**config.mk**
```make
export PLATFORM = sky130hd
export DESIGN_NAME = multicycle_control_flat
export DESIGN_NICKNAME = d
export VERILOG_FILES = /design/src/rtl/multicycle_control_if.sv /design/src/rtl/multicycle_control.sv /design/src/flat_wrapper.sv
export SDC_FILE = /design/constraint.sdc
export NUM_CORES = 1
export LEC_CHECK = 0
export ABC_AREA = 1
export BUFFER_PORTS_ARGS = -buffer_cell sky130_fd_sc_hd__buf_2
export CORE_AREA = 2 2 58 60
export DETAILED_ROUTE_END_ITERATION = 8
export DIE_AREA = 0 0 60 62
export GPL_TIMING_DRIVEN = 0
export PLACE_DENSITY_LB_ADDON = 0.05
export SLEW_MARGIN = 15
export SYNTH_ARGS = -nofsm -noshare
export SYNTH_HDL_FRONTEND = slang
export SYNTH_SLANG_ARGS = --single-unit
```
**constraint.sdc**
```tcl
create_clock -name clk -period 2.53 [get_ports clk]
set_input_delay 0.1265 -clock clk [delete_from_list [all_inputs] [get_ports clk]]
set_output_delay 0.1265 -clock clk [all_outputs]
set_load 0.1 [all_outputs]
```
**src/rtl/multicycle_control_if.sv**
```systemverilog
// rtl/multicycle_control_if.sv - instruction-fetch handshake between control FSM and fetch unit
//   instr       : instruction word from the fetch unit
//   instr_valid : instr holds a valid fetched word
//   fetch_req   : control requests an instruction
//   ir_load     : control captures instr into its IR this cycle
interface multicycle_control_if;
  logic [31:0] instr;
  logic        instr_valid;
  logic        fetch_req;
  logic        ir_load;

  modport master (input instr, input instr_valid, output fetch_req, output ir_load);
  modport slave  (output instr, output instr_valid, input fetch_req, input ir_load);
endinterface

```
**src/rtl/multicycle_control.sv**
```systemverilog
// rtl/multicycle_control.sv - multicycle MIPS control FSM (fetch/decode/exec/mem/wb)
//   clk, rst_n      : clock, asynchronous active-low reset
//   fetch_if        : fetch handshake (instr, instr_valid in; fetch_req, ir_load out)
//   vreg, zero      : $v0 for syscalls, ALU zero flag for branches
//   pc_write/pc_src : PC update strobe and source select
//   RegDst..alu_op  : datapath controls
//   print_req, illegal, halted : syscall print, unsupported-instruction pulse, sticky halt
module multicycle_control #(
  parameter int ALUOP_W   = 3,
  parameter int MEM_WAIT  = 2,
  parameter int SYS_PRINT = 4,
  parameter int SYS_EXIT  = 10
) (
  input  logic                clk,
  input  logic                rst_n,
  multicycle_control_if.master fetch_if,
  input  logic [31:0]         vreg,
  input  logic                zero,
  output logic                pc_write,
  output logic [1:0]          pc_src,
  output logic                RegDst,
  output logic                link,
  output logic                MemRead,
  output logic                MemWrite,
  output logic                MemToReg,
  output logic                RegWrite,
  output logic                ALUSrc,
  output logic [ALUOP_W-1:0]  alu_op,
  output logic                print_req,
  output logic                illegal,
  output logic                halted
);

  localparam int CW = (MEM_WAIT > 1) ? $clog2(MEM_WAIT) : 1;

  localparam logic [5:0] OP_R = 6'h00, OP_J = 6'h02, OP_JAL = 6'h03, OP_BEQ = 6'h04,
                         OP_BNE = 6'h05, OP_ADDI = 6'h08, OP_ADDIU = 6'h09,
                         OP_SLTIU = 6'h0B, OP_ORI = 6'h0D, OP_LUI = 6'h0F,
                         OP_LW = 6'h23, OP_SW = 6'h2B;
  localparam logic [5:0] FN_JR = 6'h08, FN_SYSCALL = 6'h0C, FN_ADD = 6'h20,
                         FN_SUB = 6'h22, FN_AND = 6'h24, FN_OR = 6'h25, FN_SLT = 6'h2A;

  localparam logic [ALUOP_W-1:0] ALU_AND = ALUOP_W'(3'b000);
  localparam logic [ALUOP_W-1:0] ALU_OR  = ALUOP_W'(3'b001);
  localparam logic [ALUOP_W-1:0] ALU_ADD = ALUOP_W'(3'b010);
  localparam logic [ALUOP_W-1:0] ALU_SUB = ALUOP_W'(3'b110);
  localparam logic [ALUOP_W-1:0] ALU_SLT = ALUOP_W'(3'b111);

  typedef enum logic [3:0] {
    S_IDLE, S_FETCH, S_DECODE, S_EXEC, S_MEM, S_WB, S_BRANCH, S_JUMP, S_SYSCALL, S_HALT
  } state_t;

  state_t          state, state_nxt;
  logic [31:0]     ir;
  logic [CW-1:0]   cnt;

  logic [5:0] op, fn;
  logic is_r, r_alu, i_alu, is_lw, is_sw, is_beq, is_bne, is_j, is_jal, is_jr, is_sys;
  logic [ALUOP_W-1:0] alu_sel;
  logic ir_unused;

  // Register fields are consumed by the datapath, not by control.
  assign ir_unused = ^ir[25:6];

  assign op     = ir[31:26];
  assign fn     = ir[5:0];
  assign is_r   = (op == OP_R);
  assign r_alu  = is_r && (fn inside {FN_ADD, FN_SUB, FN_AND, FN_OR, FN_SLT});
  assign i_alu  = op inside {OP_ADDI, OP_ADDIU, OP_SLTIU, OP_ORI, OP_LUI};
  assign is_lw  = (op == OP_LW);
  assign is_sw  = (op == OP_SW);
  assign is_beq = (op == OP_BEQ);
  assign is_bne = (op == OP_BNE);
  assign is_j   = (op == OP_J);
  assign is_jal = (op == OP_JAL);
  assign is_jr  = is_r && (fn == FN_JR);
  assign is_sys = is_r && (fn == FN_SYSCALL);

  always_comb begin
    alu_sel = ALU_ADD;
    if (is_r) begin
      case (fn)
        FN_SUB:  alu_sel = ALU_SUB;
        FN_AND:  alu_sel = ALU_AND;
        FN_OR:   alu_sel = ALU_OR;
        FN_SLT:  alu_sel = ALU_SLT;
        default: alu_sel = ALU_ADD;
      endcase
    end else if (op == OP_ORI) begin
      alu_sel = ALU_OR;
    end else if (op == OP_SLTIU) begin
      alu_sel = ALU_SLT;
    end
  end

  always_ff @(posedge clk or negedge rst_n) begin
    if (!rst_n) begin
      state <= S_IDLE;
      ir    <= '0;
      cnt   <= '0;
    end else begin
      state <= state_nxt;
      if (fetch_if.ir_load) ir <= fetch_if.instr;
      // Counter is armed on the EXEC->MEM edge so MEM lasts exactly MEM_WAIT cycles.
      if (state == S_EXEC && state_nxt == S_MEM) cnt <= CW'(MEM_WAIT - 1);
      else if (state == S_MEM && cnt != '0) cnt <= cnt - CW'(1);
    end
  end

  always_comb begin
    state_nxt          = state;
    fetch_if.fetch_req = 1'b0;
    fetch_if.ir_load   = 1'b0;
    pc_write           = 1'b0;
    pc_src             = 2'b00;
    RegDst             = 1'b0;
    link               = 1'b0;
    MemRead            = 1'b0;
    MemWrite           = 1'b0;
    MemToReg           = 1'b0;
    RegWrite           = 1'b0;
    ALUSrc             = 1'b0;
    alu_op             = '0;
    print_req          = 1'b0;
    illegal            = 1'b0;
    halted             = 1'b0;
    case (state)
      S_IDLE: state_nxt = S_FETCH;
      S_FETCH: begin
        fetch_if.fetch_req = 1'b1;
        if (fetch_if.instr_valid) begin
          fetch_if.ir_load = 1'b1;
          state_nxt        = S_DECODE;
        end
      end
      S_DECODE: begin
        if (r_alu || i_alu || is_lw || is_sw) state_nxt = S_EXEC;
        else if (is_beq || is_bne)            state_nxt = S_BRANCH;
        else if (is_j || is_jal || is_jr)     state_nxt = S_JUMP;
        else if (is_sys)                      state_nxt = S_SYSCALL;
        else begin
          illegal   = 1'b1;
          pc_write  = 1'b1;
          state_nxt = S_FETCH;
        end
      end
      S_EXEC: begin
        alu_op    = alu_sel;
        ALUSrc    = i_alu || is_lw || is_sw;
        state_nxt = (is_lw || is_sw) ? S_MEM : S_WB;
      end
      S_MEM: begin
        MemRead  = is_lw;
        MemWrite = is_sw;
        if (cnt == '0) begin
          if (is_lw) state_nxt = S_WB;
          else begin
            pc_write  = 1'b1;
            state_nxt = S_FETCH;
          end
        end
      end
      S_WB: begin
        RegWrite  = 1'b1;
        RegDst    = r_alu;
        MemToReg  = is_lw;
        pc_write  = 1'b1;
        state_nxt = S_FETCH;
      end
      S_BRANCH: begin
        alu_op    = ALU_SUB;
        pc_write  = 1'b1;
        pc_src    = ((is_beq && zero) || (is_bne && !zero)) ? 2'b01 : 2'b00;
        state_nxt = S_FETCH;
      end
      S_JUMP: begin
        pc_write  = 1'b1;
        pc_src    = is_jr ? 2'b11 : 2'b10;
        RegWrite  = is_jal;
        link      = is_jal;
        state_nxt = S_FETCH;
      end
      S_SYSCALL: begin
        if (vreg == 32'(SYS_EXIT)) begin
          state_nxt = S_HALT;
        end else begin
          print_req = (vreg == 32'(SYS_PRINT));
          illegal   = (vreg != 32'(SYS_PRINT));
          pc_write  = 1'b1;
          state_nxt = S_FETCH;
        end
      end
      S_HALT: halted = 1'b1;
      default: state_nxt = S_IDLE;
    endcase
  end

endmodule

```
**src/flat_wrapper.sv**
```systemverilog
// flat-port wrapper written by rule: the top's interface ports become plain ports
module multicycle_control_flat 
#(
  parameter int ALUOP_W   = 3,
  parameter int MEM_WAIT  = 2,
  parameter int SYS_PRINT = 4,
  parameter int SYS_EXIT  = 10
)
  (clk, rst_n, vreg, zero, pc_write, pc_src, RegDst, link, MemRead, MemWrite, MemToReg, RegWrite, ALUSrc, alu_op, print_req, illegal, halted, fetch_if_instr, fetch_if_instr_valid, fetch_if_fetch_req, fetch_if_ir_load);
  multicycle_control_if fetch_if_i ();
  input  logic clk;
  input  logic rst_n;
  input  logic [31:0] vreg;
  input  logic zero;
  output logic pc_write;
  output logic [1:0] pc_src;
  output logic RegDst;
  output logic link;
  output logic MemRead;
  output logic MemWrite;
  output logic MemToReg;
  output logic RegWrite;
  output logic ALUSrc;
  output logic [ALUOP_W-1:0] alu_op;
  output logic print_req;
  output logic illegal;
  output logic halted;
  input wire logic [$bits(fetch_if_i.instr)-1:0] fetch_if_instr;
  input wire logic [$bits(fetch_if_i.instr_valid)-1:0] fetch_if_instr_valid;
  output wire logic [$bits(fetch_if_i.fetch_req)-1:0] fetch_if_fetch_req;
  output wire logic [$bits(fetch_if_i.ir_load)-1:0] fetch_if_ir_load;
  assign fetch_if_i.instr = fetch_if_instr;
  assign fetch_if_i.instr_valid = fetch_if_instr_valid;
  assign fetch_if_fetch_req = fetch_if_i.fetch_req;
  assign fetch_if_ir_load = fetch_if_i.ir_load;
  multicycle_control #(.ALUOP_W(ALUOP_W), .MEM_WAIT(MEM_WAIT), .SYS_PRINT(SYS_PRINT), .SYS_EXIT(SYS_EXIT)) u_core (.clk(clk), .rst_n(rst_n), .fetch_if(fetch_if_i), .vreg(vreg), .zero(zero), .pc_write(pc_write), .pc_src(pc_src), .RegDst(RegDst), .link(link), .MemRead(MemRead), .MemWrite(MemWrite), .MemToReg(MemToReg), .RegWrite(RegWrite), .ALUSrc(ALUSrc), .alu_op(alu_op), .print_req(print_req), .illegal(illegal), .halted(halted));
endmodule
```
# Yosys cells after proc, flatten, opt, wreduce, memory -nomap -nowiden
# Cells that the tools add are included.
word_totals:
  ram_bits: 0
  latch_bits: 0
  inputBits: 68
  output_inout_bits: 18
  register_bits: 37
  rom_bits: 0
  memories: 0
classes:
  n_bitwise: 0
  order_cmp: 0
  multipliers: 0
  shifts: 0
  reduce_logical: 25
  n_addsub: 1
  n_eq_ne: 31
  n_div: 0
  n_mux: 43
op_table:
  columns: ["op", "count"]
  rows:
  - ["equality test 6 x 4 -> 1 bit, second input constant", 7]
  - ["equality test 6 bit, second input constant", 7]
  - ["equality test 32 x 3 -> 1 bit, second input constant", 1]
  - ["equality test 32 x 4 -> 1 bit, second input constant", 1]
  - ["inequality test 32 x 3 -> 1 bit, second input constant", 1]
  - ["2-to-1 mux 4 bit", 7]
  - ["case mux 4 bit (7 select lines)", 1]
  - ["2-to-1 mux 1 bit", 25]
  - ["equality test 4 x 3 -> 1 bit, second input constant", 5]
  - ["equality test 6 x 2 -> 1 bit, second input constant", 2]
  - ["equality test 6 x 3 -> 1 bit, second input constant", 2]
  - ["2-to-1 mux 3 bit", 4]
  - ["case mux 3 bit (4 select lines)", 1]
  - ["logical OR 1 bit", 10]
  - ["nonzero test 5 bit", 2]
  - ["equality test 4 x 2 -> 1 bit, second input constant", 2]
  - ["equality test 4 bit, second input constant", 2]
  - ["logical AND 1 bit", 7]
  - ["logical NOT 6 bit", 1]
  - ["case mux 3 bit (2 select lines)", 1]
  - ["equality test 4 x 1 -> 1 bit, second input constant", 1]
  - ["logical NOT 4 bit", 1]
  - ["case mux 1 bit (2 select lines)", 2]
  - ["case mux 1 bit (4 select lines)", 1]
  - ["other kinds (6)", 6]

# Depth between registers and ports, before layout
# Gate-level depths: netlist (run 1).
depth:
  ltp_word: 11
  ltp_mapped: 10
  ltp_nobuf: 10

# Worst setup path after synthesis (run 1)
# OpenSTA, ideal clock, no wires.
synth_path:
  path_kind: "register to output"
  startpoint: "register u_core.state[3]"
  endpoint: "output port RegWrite"
  stages_incl_launch_ff: 6
  path_buffers: 0
  t_arrival_ns: 4.192
  path_slack_ns: -1.788
  cell_sequence: "dfrtp_1 -> nor2_1 -> inv_2 -> nor3_2 -> inv_2 -> o31ai_1"
synth_between:
  elab_chain_cells: 2
  elab_cells_between_ends: 3
  cone_classes: "2 x eq/ne; 1 x mux"
synth_rtl:
  columns: ["item", "line_no", "rtl"]
  rows:
  - ["start, declared", "multicycle_control.sv:53", "state_t state, state_nxt;"]
  - ["start signal, assigned", "multicycle_control.sv:102", "state <= state_nxt;"]
  - ["equality test 4 x 3 -> 1 bit", "multicycle_control.sv:127", "case (state)"]
  - ["case mux 1 bit (2 select lines) *", "multicycle_control.sv:127", null]
  - ["end, declared", "flat_wrapper.sv:22", "output logic RegWrite;"]
# Mark *: on every way between the ends. The rest lies on a longest branch, timed or not.

# Worst setup path in the final report (run 1)
layout_path:
  startpoint: "register u_core.ir[26]"
  endpoint: "output port illegal"
layout_between:
  elab_chain_cells: 7
  elab_cells_between_ends: 27
  cone_classes: "11 x eq/ne; 5 x mux; 11 x reduce/logical"
layout_rtl:
  columns: ["item", "line_no", "rtl"]
  rows:
  - ["start, declared", "multicycle_control.sv:54", "logic [31:0] ir;"]
  - ["start signal, assigned", "multicycle_control.sv:103", "if (fetch_if.ir_load) ir <= fetch_if.instr;"]
  - ["equality test 6 x 4 -> 1 bit, or another cell as far along", "multicycle_control.sv:69", "assign i_alu = op inside {OP_ADDI, OP_ADDIU, OP_SLTIU, OP_ORI, OP_LUI};"]
  - ["nonzero test 5 bit, or another cell as far along", "multicycle_control.sv:69", null]
  - ["logical OR 1 bit, or another cell as far along", "multicycle_control.sv:137", "if (r_alu || i_alu || is_lw || is_sw) state_nxt = S_EXEC;"]
  - ["logical OR 1 bit or 2-to-1 mux 1 bit (tied branches)", "multicycle_control.sv:137, multicycle_control.sv:139", null]
  - ["logical OR 1 bit or 2-to-1 mux 1 bit (tied branches)", "multicycle_control.sv:137, multicycle_control.sv:138", null]
  - ["2-to-1 mux 1 bit *", "multicycle_control.sv:137", null]
  - ["case mux 1 bit (2 select lines) *", "multicycle_control.sv:127", null]
  - ["end, declared", "flat_wrapper.sv:26", "output logic illegal;"]
# Marked as above.

==> results of run 1 <==
==> cells in the final DEF, fill, tap and decap left out, drive strengths merged, types with 3 or more instances in the layout <==
cell	count
nand3	19
nand2	64
clkbuf	3
buf	67
nor3	4
dfrtp	17
nor2	57
inv	32
o21ai	19
nand4	4
==> sequential cells by signal, summed over array words and instances (netlist names) <==
name and flops:
u_core.cnt 1, u_core.ir 12, u_core.state 4
==> how the worst max path moves through the flow <==
stage | startpoint | endpoint | slack (ns) | cells past startpoint
floorplan | u_core.state[3] | RegWrite | -0.08 | 5
global route | u_core.ir[26] | pc_write | 0.16 | 10
detailed placement | u_core.ir[26] | illegal | 0.66 | 10
CTS | u_core.ir[26] | illegal | 0.32 | 10
global placement | u_core.ir[26] | illegal | 0.66 | 10
finish | u_core.ir[26] | illegal | 0.30 | 10
==> what timing repair did <==
item / CTS / global route
endpoints found under the setup margin: 0 / 0
endpoints found under the hold margin: 17 / 0
hold buffers: 1 / 0
==> worst reg2reg max path: stages (launching register included) <==
cell     delay [ns]
dfrtp_1        0.42
inv_1          0.08
nand2_1        0.10
nor3_1         0.41
nand4_1        0.18
nand2_1        0.13
o21ai_1        0.06
==> final cells by class <==
class,count,area (µm²)
buffer,2,22.5
clock buffer,3,22.5
clock inverter,1,5.00
fill,339,1350
inverter,33,125
multi-input combinational,174,838
sequential,17,425
tap,46,57.6
timing repair buffer,66,335
==> cells by family (layout without fill, tap and decap cells) <==
| kind of cell | after synthesis | count (layout) | share of synthesized area (%) |
|---|---|---|---|
| AO/OA/AOI/OAI | 24 | 24 | 9.46 |
| buffers and inverters | 35 | 105 | 10.8 |
| AND/OR/NAND/NOR | 150 | 150 | 48.5 |
| flip-flops | 17 | 17 | 31.2 |
==> per-stage QoR <==
stage | cell area, µm² | setup WS [ns] | hold WS (ns) | TNS, ns | cells
after floorplan | 1410 | -0.0782 | -0.169 | -0.0782 | 226
after global placement | 1790 | 0.660 | 0.0707 | 0 | 337
after detailed placement | 1790 | 0.657 | 0.0682 | 0 | 337
after CTS | 1830 | 0.316 | 0.00862 | 0 | 342
after global routing | 1830 | 0.157 | 0.0241 | 0 | 342
final | 1830 | 0.302 | 0.0158 | 0 | 342
==> layer usage <==
metal / vias to the layer above / global-route usage (%)
li1: 850 / -
met1: 702 / 24.2
met2: 45 / 38.4
met3: 4 / 3.52
met4: 0 / 7.62
met5: - / 0
==> power breakdown <==
group / switching, W / internal, W
Combinational: 0.000896 / 0.000314
Sequential: 0.000123 / 0.000394
Clock: 0.0000895 / 0.0000588
==> results by group, run 1 <==
Drt
  • Detail Route met2 WL: 1750 µm
  • Total Routed Length: 3490 µm
  • Routed vias/inst: 4.68
  • Drt first pass iters: 5
  • DRC viols: 0
  • Vias: 1601
  • Initial DRC Count: 83
  • Routed met1 length: 1560 µm
  • Met3 routed WL: 145 µm
  • Wirelength per Cell: 10.2 µm
  • ANT nets after route: 0
  • DR top layer: met4

Timing
  • Worst Skew: 0.00336 ns
  • RSZ-0062 raised after global routing: no
  • Setup Viol. Count Final: 0
  • Maximum clock rate: 449 MHz
  • Worst slew margin: 66.1%
  • Final Hold Violating Endpoints: 0
  • Slew Limit Fails: 0
  • Min Clock Period, post-route: 2.23 ns
  • Worst Tran Pin Value: 0.504 ns
  • Final Cycle Share: 88.1%

Global routing
  • Global-route wire length before repair: 5870 µm
  • Vias in the first global route: 1486
  • Pin count of the biggest net entering global routing: 18
  • Initial antenna violation count: 0
  • Overflow after GRT: 0
  • Overall routing resource usage: 20.8%

Power
  • Pwr Density: 1020 mW/mm²
  • Leakage: 1.02 nW
  • Max IR drop VDD: 586 µV
  • Total power: 0.00187 W

Clocking
  • Clk_lat worst skew: 0.29 ns
  • Num Clock Sinks: 17
  • Post-CTS Setup Repair Bufs: 0
  • Num CTS Buffers: 3
  • TritonCTS clock tree: yes
  • Buffers from clock root to sink, at most: 2
  • Post_cts resized: 0
  • Worst-path clk slew: 0.10 ns
  • H-tree depth: 1
  • Root Driver: clkbuf_4

Setup path
  • Slowest cell delay on critical path: 0.42 ns
  • CP endpoint kind: primary output
  • FF-to-FF End: u_core.cnt
  • Worst EP required: 2.40 ns
  • Buf/Inv on CP: 2
  • Reg-to-reg startpoint: u_core.state[3]
  • Reg2reg path depth: 6
  • Reg2reg setup slack: 1.06 ns
  • Worst path arrival time: 2.10 ns
  • Cell family with most CP delay: simple AND/OR/NAND/NOR gates
  • Critical setup path kind: reg -> out
  • CP Max Fanout: 4
  • Slowest-stage cell, CP: buf_2
  • Cells along the critical path: inv_1, nor2_1, nand3_1, nand2_1, nor2_1, nand2_1, nor2_1, nand3_1, nand2_1, buf_2
  • CP Launch Type: register

Synth
  • Register area share after synthesis: 31.2%
  • Mapped Cells: 226
  • Synth Flop Type: dfrtp_1
  • Mean post-synth cell area: 6.03 µm²
  • Post-Syn Area: 0.00136 mm²
  • Commonest cells in the netlist: 59 x nand2_1, 51 x nor2_1, 24 x inv_1, 18 x nand3_1, 17 x dfrtp_1
  • Synth Net Count: 294
  • Most instantiated library cell after synthesis: nand2_1
  • Netlist cell types: 23
  • Cell taking the most area after synthesis: dfrtp_1
  • Post-synth EDFFs: 0
  • Top cell type's share of synthesized area: 31.2%
  • #FFs+latches synth: 17
  • Synth area leaders: dfrtp_1 31%, nand2_1 16%, nor2_1 14%, nand3_1 6.6%, inv_1 6.6%
  • Async SR Flop Fraction: 100%
  • Yosys warns: 0

Worst hold path
  • Hold EP: u_core.ir[4]
  • Worst hold path class: in -> reg
  • Worst hold start: fetch_if_instr[4]
  • Worst hold stages: 3

Layout
  • Area grow syn2layout: 34.4%
  • Share of cells above drive strength 1: 32.8%
  • Final net count: 365
  • Fin util: 57.6%
  • Ant diodes: 0

Floorplanning
  • Starting Density: 42.9%
  • Core area: 0.00318 mm²
  • Row Count: 21
  • Io pins: 86
  • Full die area: 0.00372 mm²
  • Die height: 62 µm
  • DIE WIDTH: 60 µm

Status
  • Status: finished clean

Placement
  • GPL Wtd Cong: 0.879
  • Hpwl dp: 2940 µm
  • Port bufs: 65

Flow run
  • Maximum capacitance violations: 0
Power figures use the tool's default switching activity.
==> run 2, diff against run 1 <==
- GPL_TIMING_DRIVEN: 0 -> not set
==> results by group, run 2 (synthesis results as in run 1) <==
Clocking
  • Num Clock Sinks: 17
  • Post_cts resized: 0
  • Worst-path clk slew: 0.11 ns
  • Buffers from clock root to sink, at most: 2
  • TritonCTS clock tree: yes
  • Root Driver: clkbuf_4
  • Post-CTS Setup Repair Bufs: 0
  • Num CTS Buffers: 3
  • H-tree depth: 1
  • Clk_lat worst skew: 0.29 ns
  • Post-CTS Hold Fix Bufs: 1

Power
  • Leakage: 1.01 nW
  • Pint: 0.000750 W
  • Reg power frac: 28.1%
  • Max IR drop VDD: 537 µV
  • Total power: 0.00184 W
  • Logic pwr share: 64.1%
  • Clock share of power: 7.8%
  • Pwr Density: 1020 mW/mm²
  • Sw Share: 59.3%
  • Net switching power: 0.00109 W

Layout
  • Area grow syn2layout: 33.3%
  • Design area: 0.00182 mm²
  • Max reg flops: 12
  • Largest Register: u_core.ir
  • Ant diodes: 0
  • Most frequent cells in the layout: 65 x buf_2, 59 x nand2_1, 51 x nor2_1, 24 x inv_1, 18 x nand3_1
  • Non-filler cells, final: 341
  • Fin util: 57.1%
  • Final net count: 364
  • Commonest non-fill, non-tap cell in the layout: buf_2
  • Share of cells above drive strength 1: 32.5%
  • Largest registers: u_core.ir: 12 flops, u_core.state: 4 flops, u_core.cnt: 1 flops

Setup path
  • Slowest cell delay on critical path: 0.42 ns
  • Worst Setup SP: u_core.ir[26]
  • Reg2reg setup slack: 1.13 ns
  • Worst path arrival time: 2.04 ns
  • CP Launch Type: register
  • CP endpoint kind: primary output
  • Cells along the critical path: inv_1, nor2_1, nand3_1, nand2_1, nor2_1, nand2_1, nor2_1, nand3_1, nand2_1, buf_2
  • Slowest-stage cell, CP: buf_2
  • Crit path to: illegal
  • FF-to-FF End: u_core.state[1]
  • CP Max Fanout: 4
  • Reg2reg path depth: 10
  • Reg-to-reg startpoint: u_core.ir[26]
  • Critical setup path kind: reg -> out
  • Worst EP required: 2.40 ns

Placement
  • Cell area after placement: 0.00178 mm²
  • Hpwl dp: 2830 µm
  • GPL Wtd Cong: 0.867
  • Dpl cells: 336
  • Port bufs: 65

Global routing
  • Vias in the first global route: 1414
  • Initial antenna violation count: 0
  • Overflow after GRT: 0
  • Global-route wire length before repair: 5460 µm
  • Overall routing resource usage: 19.1%
  • Pin count of the biggest net entering global routing: 23

Drt
  • Wirelength per Cell: 9.83 µm
  • DRC viols: 0
  • ANT nets after route: 0
  • Initial DRC Count: 80
  • Drt first pass iters: 4
  • Routed vias/inst: 4.59
  • Vias: 1564
  • Total Routed Length: 3350 µm

Timing
  • Worst Skew: 0.0105 ns
  • Final Cycle Share: 85.7%
  • Worst slew margin: 67.2%
  • RSZ-0062 raised after global routing: no
  • Maximum clock rate: 461 MHz
  • Worst Tran Pin Value: 0.496 ns
  • Min Clock Period, post-route: 2.17 ns
  • Setup Viol. Count Final: 0
  • Final Hold Violating Endpoints: 0
  • Slew Limit Fails: 0

Status
  • Status: finished clean

Floorplanning
  • Die height: 62 µm
  • Row Count: 21
  • Full die area: 0.00372 mm²
  • Io pins: 86
  • Starting Density: 42.9%
  • Core area: 0.00318 mm²
  • DIE WIDTH: 60 µm

Flow run
  • Maximum capacitance violations: 0

Worst hold path
  • Worst hold path class: in -> reg
## run 2: cell types whose count changed in the layout (fill, tap and decap cells not counted)
cell / delta
buf_4: +1
buf_6: -2
## run 2: worst max-delay path: cells and delay by family (launching register included)
kind	cells	cell delay (ns)
flops	1	0.40
buf+inv	2	0.62
simple gates	8	0.73
## run 2: per-layer routing
metal / track usage, % / share of wire, % / wire length [µm]
met5: 0 / 0 / 0
met3: 2.48 / 5.5 / 185
met4: 8.57 / 1.1 / 37
met2: 34.5 / 47 / 1590
met1: 22.8 / 46 / 1540
## run 2: worst min path at each step
stage	start	endpoint	slack [ns]	depth (start not counted)
5_1_grt	fetch_if_instr[4]	u_core.ir[4]	0.02	3
2_1_floorplan	rst_n	u_core.cnt	-0.17	0
3_5_place_dp	rst_n	u_core.state[0]	0.06	1
4_1_cts	fetch_if_instr[4]	u_core.ir[4]	0.007	3
3_3_place_gp	rst_n	u_core.state[0]	0.07	1
6_report	fetch_if_instr[4]	u_core.ir[4]	0.02	3
## run 2: per-stage QoR
stage,hold slack (ns),TNS (ns),setup WS (ns)
after global placement,0.0714,0,0.690
after detailed placement,0.0621,0,0.690
final,0.0176,0,0.362
after global routing,0.0227,0,0.186
after CTS,0.00666,0,0.346
after floorplan,-0.169,-0.0782,-0.0782
## run 2: power by group through the flow
stage	clock [W]	combinational (W)	sequential, W
global placement	0	0.00118	0.000519
CTS	0.000151	0.00119	0.000516
detailed placement	0	0.00119	0.000521
finish	0.000143	0.00118	0.000519
floorplan	0	0.00100	0.000499
global route	0.000164	0.00131	0.000539
## run 2: cell type report
cell class	instances	area [µm²]
Clock buffer	3	22.5
Clock inverter	1	5.00
Fill cell	337	1360
Inverter	33	125
Multi-Input combinational cell	174	838
Sequential cell	17	425
Tap cell	46	57.6
Timing Repair Buffer	67	343
